===== config.mk =====
export PLATFORM = sky130hd
export DESIGN_NAME = cva6_cfg_discovery
export DESIGN_NICKNAME = d
export VERILOG_FILES = /design/src/rtl/cfg_discovery_pkg.sv /design/src/rtl/config_pkg.sv /design/src/rtl/cva6_config_pkg.sv /design/src/rtl/cfg_region_match.sv /design/src/rtl/cva6_cfg_discovery.sv
export SDC_FILE = /design/constraint.sdc
export NUM_CORES = 1
export LEC_CHECK = 0
export ABC_AREA = 0
export CORE_ASPECT_RATIO = 2
export CORE_UTILIZATION = 40
export DETAILED_ROUTE_END_ITERATION = 10
export PLACE_DENSITY = 0.8
export SKIP_LAST_GASP = 1
export SYNTH_ARGS = -nofsm -noshare
export SYNTH_HDL_FRONTEND = slang
export SYNTH_SLANG_ARGS = --single-unit
export TNS_END_PERCENT = 20

===== constraint.sdc =====
create_clock -name clk_i -period 4 [get_ports clk_i]
set_clock_uncertainty 0.1 [all_clocks]
set_input_delay 0.8 -clock clk_i [delete_from_list [all_inputs] [get_ports clk_i]]
set_output_delay 0.8 -clock clk_i [all_outputs]
set_load 0.1 [all_outputs]

===== src/rtl/cfg_discovery_pkg.sv =====
// Shared types and constants for the configuration discovery responder.
package cfg_discovery_pkg;

  localparam int unsigned MaxRegionRules = 16;

  typedef enum logic {
    OP_READ   = 1'b0,
    OP_LOOKUP = 1'b1
  } op_e;

  typedef enum logic [1:0] {
    ST_IDLE = 2'd0,
    ST_SCAN = 2'd1,
    ST_RESP = 2'd2
  } state_e;

  localparam logic [63:0] IDX_ISA          = 64'd0;
  localparam logic [63:0] IDX_UARCH        = 64'd1;
  localparam logic [63:0] IDX_HALT         = 64'd2;
  localparam logic [63:0] IDX_EXC          = 64'd3;
  localparam logic [63:0] IDX_DM           = 64'd4;
  localparam logic [63:0] IDX_RULES        = 64'd5;
  localparam logic [63:0] IDX_EXEC_BASE    = 64'd16;
  localparam logic [63:0] IDX_EXEC_LEN     = 64'd32;
  localparam logic [63:0] IDX_CACHED_BASE  = 64'd48;
  localparam logic [63:0] IDX_CACHED_LEN   = 64'd64;
  localparam logic [63:0] IDX_NONIDEM_BASE = 64'd80;
  localparam logic [63:0] IDX_NONIDEM_LEN  = 64'd96;
  localparam logic [63:0] IDX_LIMIT        = 64'd112;

  localparam int unsigned BIT_EXEC    = 0;
  localparam int unsigned BIT_CACHED  = 1;
  localparam int unsigned BIT_NONIDEM = 2;

  // Scan length is the longest table, but never zero so RESP is always reached.
  function automatic int unsigned scan_len(int unsigned a, int unsigned b, int unsigned c);
    int unsigned m;
    m = 1;
    if (a > m) m = a;
    if (b > m) m = b;
    if (c > m) m = c;
    return m;
  endfunction

endpackage


===== src/rtl/config_pkg.sv =====
// Core configuration record: the subset of the elaborated CVA6 parameters
// that the discovery responder publishes to software.
package config_pkg;

  localparam int unsigned NrMaxRules = 16;

  typedef struct packed {
    bit                             RVA;
    bit                             RVB;
    bit                             RVC;
    bit                             RVH;
    bit                             RVV;
    bit                             RVS;
    bit                             RVU;
    bit                             FpuEn;
    bit                             RVZCB;
    bit                             RVSstc;
    bit                             ZiCondExtEn;
    bit                             CvxifEn;
    bit                             DebugEn;
    bit                             TvalEn;
    int unsigned                    NrCommitPorts;
    int unsigned                    NrLoadBufEntries;
    int unsigned                    RASDepth;
    int unsigned                    NrPMPEntries;
    int unsigned                    BTBEntries;
    int unsigned                    BHTEntries;
    logic [63:0]                    HaltAddress;
    logic [63:0]                    ExceptionAddress;
    logic [63:0]                    DmBaseAddress;
    int unsigned                    NrNonIdempotentRules;
    logic [NrMaxRules-1:0][63:0]    NonIdempotentAddrBase;
    logic [NrMaxRules-1:0][63:0]    NonIdempotentLength;
    int unsigned                    NrExecuteRegionRules;
    logic [NrMaxRules-1:0][63:0]    ExecuteRegionAddrBase;
    logic [NrMaxRules-1:0][63:0]    ExecuteRegionLength;
    int unsigned                    NrCachedRegionRules;
    logic [NrMaxRules-1:0][63:0]    CachedRegionAddrBase;
    logic [NrMaxRules-1:0][63:0]    CachedRegionLength;
    int unsigned                    MaxOutstandingStores;
  } cva6_cfg_t;

endpackage


===== src/rtl/cva6_config_pkg.sv =====
// Default elaborated configuration. Entries past each rule count hold stale
// values on purpose; they must stay invisible to software.
package cva6_config_pkg;

  localparam config_pkg::cva6_cfg_t cva6_cfg = '{
    RVA:                   1'b1,
    RVB:                   1'b0,
    RVC:                   1'b1,
    RVH:                   1'b0,
    RVV:                   1'b0,
    RVS:                   1'b1,
    RVU:                   1'b1,
    FpuEn:                 1'b0,
    RVZCB:                 1'b0,
    RVSstc:                1'b0,
    ZiCondExtEn:           1'b0,
    CvxifEn:               1'b0,
    DebugEn:               1'b1,
    TvalEn:                1'b1,
    NrCommitPorts:         32'd2,
    NrLoadBufEntries:      32'd2,
    RASDepth:              32'd2,
    NrPMPEntries:          32'd8,
    BTBEntries:            32'd32,
    BHTEntries:            32'd128,
    HaltAddress:           64'h800,
    ExceptionAddress:      64'h808,
    DmBaseAddress:         64'h0,
    NrNonIdempotentRules:  32'd2,
    NonIdempotentAddrBase: {{13{64'h0}}, 64'h0, 64'h4000_0000, 64'h1000_0000},
    NonIdempotentLength:   {{13{64'h0}}, 64'h100, 64'h1000_0000, 64'h1000},
    NrExecuteRegionRules:  32'd3,
    ExecuteRegionAddrBase: {{13{64'h0}}, 64'h8000_0000, 64'h1_0000, 64'h0},
    ExecuteRegionLength:   {{13{64'h0}}, 64'h4000_0000, 64'h1_0000, 64'h1000},
    NrCachedRegionRules:   32'd1,
    CachedRegionAddrBase:  {{14{64'h0}}, 64'h1000, 64'h8000_0000},
    CachedRegionLength:    {{14{64'h0}}, 64'h1000, 64'h4000_0000},
    MaxOutstandingStores:  32'd7
  };

endpackage


===== src/rtl/cfg_region_match.sv =====
// Single region compare: hit when enabled and base <= addr < base + len,
// with the end computed one bit wider so regions touching 2^64 do not wrap.
module cfg_region_match (
  input  logic [63:0] i_addr,
  input  logic [63:0] i_base,
  input  logic [63:0] i_len,
  input  logic        i_en,
  output logic        o_hit
);

  logic [64:0] w_end;

  assign w_end = {1'b0, i_base} + {1'b0, i_len};
  assign o_hit = i_en && (i_addr >= i_base) && ({1'b0, i_addr} < w_end);

endmodule


===== src/rtl/cva6_cfg_discovery.sv =====
// Read-only responder publishing the core configuration words and classifying
// physical addresses against the execute / cached / non-idempotent tables.
//   state   | meaning
//   ST_IDLE | ready for a request
//   ST_SCAN | LOOKUP walking rule index r_k, one rule per cycle
//   ST_RESP | response held until rsp_ready_i
module cva6_cfg_discovery
  import cfg_discovery_pkg::*;
#(
  parameter config_pkg::cva6_cfg_t CVA6Cfg = cva6_config_pkg::cva6_cfg,
  parameter int unsigned           IdWidth = 4
) (
  input  logic               clk_i,
  input  logic               rst_i,
  input  logic               req_valid_i,
  output logic               req_ready_o,
  input  logic               req_op_i,
  input  logic [63:0]        req_addr_i,
  input  logic [IdWidth-1:0] req_id_i,
  output logic               rsp_valid_o,
  input  logic               rsp_ready_i,
  output logic [63:0]        rsp_data_o,
  output logic [IdWidth-1:0] rsp_id_o,
  output logic               rsp_err_o,
  output logic               busy_o
);

  localparam int unsigned NrRules = scan_len(CVA6Cfg.NrExecuteRegionRules,
                                             CVA6Cfg.NrCachedRegionRules,
                                             CVA6Cfg.NrNonIdempotentRules);
  localparam logic [3:0]  LastRule = 4'(NrRules - 1);

  state_e             r_state;
  logic [63:0]        r_addr;
  logic [3:0]         r_k;
  logic [2:0]         r_hits;
  logic               r_rsp_valid;
  logic [63:0]        r_rsp_data;
  logic [IdWidth-1:0] r_rsp_id;
  logic               r_rsp_err;

  logic        w_hit_exec, w_hit_cached, w_hit_nonidem;
  logic [2:0]  w_hits_new;
  logic [3:0]  w_slot;
  logic        w_slot_exec, w_slot_cached, w_slot_nonidem;
  logic [63:0] w_rd_data;
  logic        w_rd_err;

  cfg_region_match u_match_exec (
    .i_addr (r_addr),
    .i_base (CVA6Cfg.ExecuteRegionAddrBase[r_k]),
    .i_len  (CVA6Cfg.ExecuteRegionLength[r_k]),
    .i_en   ({28'd0, r_k} < CVA6Cfg.NrExecuteRegionRules),
    .o_hit  (w_hit_exec)
  );

  cfg_region_match u_match_cached (
    .i_addr (r_addr),
    .i_base (CVA6Cfg.CachedRegionAddrBase[r_k]),
    .i_len  (CVA6Cfg.CachedRegionLength[r_k]),
    .i_en   ({28'd0, r_k} < CVA6Cfg.NrCachedRegionRules),
    .o_hit  (w_hit_cached)
  );

  cfg_region_match u_match_nonidem (
    .i_addr (r_addr),
    .i_base (CVA6Cfg.NonIdempotentAddrBase[r_k]),
    .i_len  (CVA6Cfg.NonIdempotentLength[r_k]),
    .i_en   ({28'd0, r_k} < CVA6Cfg.NrNonIdempotentRules),
    .o_hit  (w_hit_nonidem)
  );

  always_comb begin
    w_hits_new              = r_hits;
    w_hits_new[BIT_EXEC]    = r_hits[BIT_EXEC]    | w_hit_exec;
    w_hits_new[BIT_CACHED]  = r_hits[BIT_CACHED]  | w_hit_cached;
    w_hits_new[BIT_NONIDEM] = r_hits[BIT_NONIDEM] | w_hit_nonidem;
  end

  assign w_slot         = req_addr_i[3:0];
  assign w_slot_exec    = {28'd0, w_slot} < CVA6Cfg.NrExecuteRegionRules;
  assign w_slot_cached  = {28'd0, w_slot} < CVA6Cfg.NrCachedRegionRules;
  assign w_slot_nonidem = {28'd0, w_slot} < CVA6Cfg.NrNonIdempotentRules;

  // READ data is decoded straight from the request so it can be registered on accept.
  always_comb begin
    w_rd_data = '0;
    w_rd_err  = 1'b0;
    case (req_addr_i)
      IDX_ISA:   w_rd_data = {50'd0, CVA6Cfg.TvalEn, CVA6Cfg.DebugEn, CVA6Cfg.CvxifEn,
                              CVA6Cfg.ZiCondExtEn, CVA6Cfg.RVSstc, CVA6Cfg.RVZCB,
                              CVA6Cfg.FpuEn, CVA6Cfg.RVU, CVA6Cfg.RVS, CVA6Cfg.RVV,
                              CVA6Cfg.RVH, CVA6Cfg.RVC, CVA6Cfg.RVB, CVA6Cfg.RVA};
      IDX_UARCH: w_rd_data = {16'(CVA6Cfg.BHTEntries), 16'(CVA6Cfg.BTBEntries),
                              8'(CVA6Cfg.NrPMPEntries), 8'(CVA6Cfg.RASDepth),
                              8'(CVA6Cfg.NrLoadBufEntries), 8'(CVA6Cfg.NrCommitPorts)};
      IDX_HALT:  w_rd_data = CVA6Cfg.HaltAddress;
      IDX_EXC:   w_rd_data = CVA6Cfg.ExceptionAddress;
      IDX_DM:    w_rd_data = CVA6Cfg.DmBaseAddress;
      IDX_RULES: w_rd_data = {32'd0, 8'(CVA6Cfg.MaxOutstandingStores),
                              8'(CVA6Cfg.NrCachedRegionRules),
                              8'(CVA6Cfg.NrExecuteRegionRules),
                              8'(CVA6Cfg.NrNonIdempotentRules)};
      default: begin
        if (req_addr_i < IDX_EXEC_BASE || req_addr_i >= IDX_LIMIT) begin
          w_rd_err = 1'b1;
        end else begin
          case (req_addr_i[6:4])
            IDX_EXEC_BASE[6:4]:
              if (w_slot_exec) w_rd_data = CVA6Cfg.ExecuteRegionAddrBase[w_slot];
            IDX_EXEC_LEN[6:4]:
              if (w_slot_exec) w_rd_data = CVA6Cfg.ExecuteRegionLength[w_slot];
            IDX_CACHED_BASE[6:4]:
              if (w_slot_cached) w_rd_data = CVA6Cfg.CachedRegionAddrBase[w_slot];
            IDX_CACHED_LEN[6:4]:
              if (w_slot_cached) w_rd_data = CVA6Cfg.CachedRegionLength[w_slot];
            IDX_NONIDEM_BASE[6:4]:
              if (w_slot_nonidem) w_rd_data = CVA6Cfg.NonIdempotentAddrBase[w_slot];
            IDX_NONIDEM_LEN[6:4]:
              if (w_slot_nonidem) w_rd_data = CVA6Cfg.NonIdempotentLength[w_slot];
            default: w_rd_data = '0;
          endcase
        end
      end
    endcase
  end

  always_ff @(posedge clk_i or posedge rst_i) begin
    if (rst_i) begin
      r_state     <= ST_IDLE;
      r_addr      <= '0;
      r_k         <= '0;
      r_hits      <= '0;
      r_rsp_valid <= 1'b0;
      r_rsp_data  <= '0;
      r_rsp_id    <= '0;
      r_rsp_err   <= 1'b0;
    end else begin
      case (r_state)
        ST_IDLE: begin
          if (req_valid_i) begin
            r_rsp_id <= req_id_i;
            if (op_e'(req_op_i) == OP_LOOKUP) begin
              r_addr  <= req_addr_i;
              r_k     <= '0;
              r_hits  <= '0;
              r_state <= ST_SCAN;
            end else begin
              r_rsp_data  <= w_rd_data;
              r_rsp_err   <= w_rd_err;
              r_rsp_valid <= 1'b1;
              r_state     <= ST_RESP;
            end
          end
        end
        ST_SCAN: begin
          r_hits <= w_hits_new;
          if (r_k == LastRule) begin
            r_rsp_data  <= {61'd0, w_hits_new};
            r_rsp_err   <= 1'b0;
            r_rsp_valid <= 1'b1;
            r_state     <= ST_RESP;
          end else begin
            r_k <= r_k + 4'd1;
          end
        end
        ST_RESP: begin
          if (rsp_ready_i) begin
            r_rsp_valid <= 1'b0;
            r_state     <= ST_IDLE;
          end
        end
        default: r_state <= ST_IDLE;
      endcase
    end
  end

  assign req_ready_o = (r_state == ST_IDLE) && !rst_i;
  assign busy_o      = (r_state != ST_IDLE);
  assign rsp_valid_o = r_rsp_valid;
  assign rsp_data_o  = r_rsp_data;
  assign rsp_id_o    = r_rsp_id;
  assign rsp_err_o   = r_rsp_err;

endmodule


==> results.md <==
* Yosys cell types at 49
* Drt first pass iters at 4
* Initial Utilization at 41.1%
* Mux cell area share after synthesis at 14.6%
* Clk Latency, worst-skew pair at 340 ps
* GR Overflow Total at 0
* Vias at 3803
* Max-Slew Margin vs Limit at 33.7%
* Peak supply drop at 532 uV
* Hold-critical path endpoint: rsp_data_o[8]$_DFFE_PP0P_
* Worst Path Arrival at 3260 ps
* Die Width at 81.1 microns
* YS warnings at 0
* Setup_tns at 0 ps
* Sequential Power Share at 36.5%
* Area Overhead vs Synth at 26.3%
* CTS Hold Bufs at 0
* Nets at 651
* Root Driver: clkbuf_16
* Crit share post-route at 77.6%
* Layout cell share with drive strength beyond 1 at 17.2%
* Setup slack, reg-to-reg at 900 ps
* PostCTS Resize Cnt at 0
* Residual DRC at 0
* Dpl hpwl at 9870 microns
* Core Region at 0.0122 sq mm
* Synth Area in Simple Gates at 16.5%
* Combinational Power Share at 41.7%
* Status: complete, no violations
* Internal power at 0.00270 W
* Hold WC Path Type: register to register
* Largest family of logic cells by synthesized area: simple AND/OR/NAND/NOR gates
* H-tree depth at 3
* WS Path Type: register to register
* Final Cell Area at 0.00633 sq mm
* Slew @ Worst Pin at 992 ps
* Asr flop ratio synth at 100%
* RD Place Congestion at 0.867
* Top cells by area, synth: dfrtp_1 47%, mux2_2 15%, buf_4 7.5%
* FF+latch count, synth at 94
* P_sw at 0.00186 W
* Number of diodes at 0
* Antenna violations before repair at 0
* Hold path start: rsp_data_o[8]$_DFFE_PP0P_
* Max cap viols at 0
* Total track usage at 20.1%
* Die Y at 160 microns
* Post-Synthesis Cells at 463
* Post-DR wirelength/cell at 17.3 microns
* RSZ-0062 raised after global routing: no
* Clock power share at 21.9%
* Vias per cell at 5.36
* Hold Fails Final Rpt at 0
* CTS tree: yes
* Crit path max fanout at 6
* Clock slew at reported path FFs at 70 ps
* Cells after DPL at 694
* Fmax at 322 MHz
* Number of global-route vias before repair at 3817
* Antenna Nets Post-Route at 0
* Switch share at 40.9%
* Worst hold stages at 2
* Setup ws final at 897 ps
* Tot Pwr at 0.00456 W
* R2r endpoint: r_hits[2]$_DFFE_PP0P_
* Pre-CTS setup slack at 851 ps
* Post-synth EDFFs at 0
* Cell Count, Final, Fillers Out at 710
* Initial DRC Count at 171
* Cell Area, Synth at 0.00501 sq mm
* R2R cell count at 11
* DIE AREA at 0.0130 sq mm
* Port Buffers at 102
* Setup violations, final at 0
* Required time of the critical path at 4160 ps
* R2r startpoint: r_k[2]$_DFFE_PP0P_
* Post-Synth XOR/XNOR Area at 0.175%
* Sequential share of the synthesized area at 47.0%
* CP Launch Type: register
* Main synth FF type: dfrtp_1
* DP Area at 0.00598 sq mm
* Global-route wire length before repair at 19500 microns
* Pwr/cell area at 721 mW/mm^2
* Final Critical Period at 3100 ps
* Slew Viols, Final at 0
* Clock Tree Buf Depth at 2
* Synth Area in Compound Gates at 6.32%
* Leading area contributor after synthesis: dfrtp_1
* Num rows at 57
* Filler cells at 1075
* Static leakage at 2.69 nW
* CP Capture Type: register
* CTS Buf Count at 9
* WL final at 12300 microns
* Clock sinks at 94
* Synth top area share at 47.0%
* Mean area per synthesized cell at 10.8 sq um
* Synth Area in Adders at 5.00%
* Post-CTS Setup Inserts at 0
* Largest net degree at the start of global routing at 55
* Io pins at 145
## worst max-delay path by stage
stage	start	end	slack [ps]	cells after the start
after floorplan	rst_i	r_addr[0]$_DFFE_PP0P_	650	1
after global placement	req_addr_i[43]	rsp_data_o[2]$_DFFE_PP0P_	910	6
after detailed placement	req_addr_i[18]	rsp_data_o[2]$_DFFE_PP0P_	850	6
after CTS	r_k[2]$_DFFE_PP0P_	r_hits[2]$_DFFE_PP0P_	920	11
after global routing	r_k[2]$_DFFE_PP0P_	r_hits[2]$_DFFE_PP0P_	670	11
final	r_k[2]$_DFFE_PP0P_	r_hits[2]$_DFFE_PP0P_	900	11
## sequential cells by signal (all words and copies together), names as in the netlist
register and cells:
r_addr 64, rsp_data_o 15, r_k 4, rsp_id_o 4
r_hits 3, r_state 2, rsp_err_o 1, rsp_valid_o 1
## metal layers
metal	part of all wire (%)	wire (microns)	GRT usage, %
met5	0	0	0
met2	56	6910	36.8
met4	3.6	442	8.85
met1	36	4420	21.8
met3	4.1	504	3.14
## worst max-delay path, stage by stage, from the launching register on
cell and delay (ps):
dfrtp_1 410, nor2_1 310, nand2_1 250, inv_1 180, ha_1 170, inv_1 40
ha_1 160, a2111oi_0 550, nand2b_1 170, nor4_1 330, o221ai_1 180, o21ai_0 170
## Yosys cell counts, drive strengths merged, types with 4 or more instances
library cell / number
inv: 22
nand2b: 6
dfrtp: 94
nand2: 39
nor3: 11
ha: 20
nor4: 30
o2111ai: 4
nand3: 10
nor2: 19
mux2: 65
nand4: 13
a21oi: 9
o21ai: 25
buf: 60
## power groups by stage
stage,clock (W),sequential (W),combinational (W)
floorplan,0,0.00179,0.00127
global placement,0,0.00165,0.00186
detailed placement,0,0.00168,0.00190
CTS,0.00102,0.00166,0.00191
global route,0.00106,0.00171,0.00207
finish,0.000997,0.00166,0.00190
## stage by stage
step	utilization, %	hold slack (ps)
final	51.9	376
after global routing	51.9	420
after CTS	51.9	382
after detailed placement	49.0	366
after global placement	49.0	364
after floorplan	-	368
## cell usage in the layout (no fill, tap or decap), drive strengths merged, types with 2 or more instances in the layout
cell and count:
nor4 30, or4b 3, clkdlybuf4s50 100, bufinv 3, nor2 19, buf 4, nand2 39, or2 3
conb 42, nor2b 3, a21o 2, a31oi 2, a21oi 9, ha 20, o21ai 25, clkbuf 9
nor4b 2, inv 24, mux2 65, nand4 13, dfrtp 94, nand2b 6, nand3 10, and3 3
nor3 11, o2111ai 4
## logic make-up after synthesis
logic type | Yosys count
AND/OR/NAND/NOR | 147
flip-flops | 94
buffers and inverters | 83
multiplexers | 65
AO/OA/AOI/OAI | 52
adder cells (fa/ha/maj) | 20
other | 1
XOR/XNOR | 1
## cell type report
class / count / area, sq um / area share (%)
sequential: 94 / 2350 / 37.2
clock buffer: 9 / 225 / 3.56
clock inverter: 7 / 126 / 2.00
multi-input combinational: 327 / 2300 / 36.3
inverter: 22 / 83.8 / 1.32
timing repair buffer: 104 / 1060 / 16.7
tap: 147 / 184 / 2.91
No activity file was read; power rests on OpenSTA's default activity.
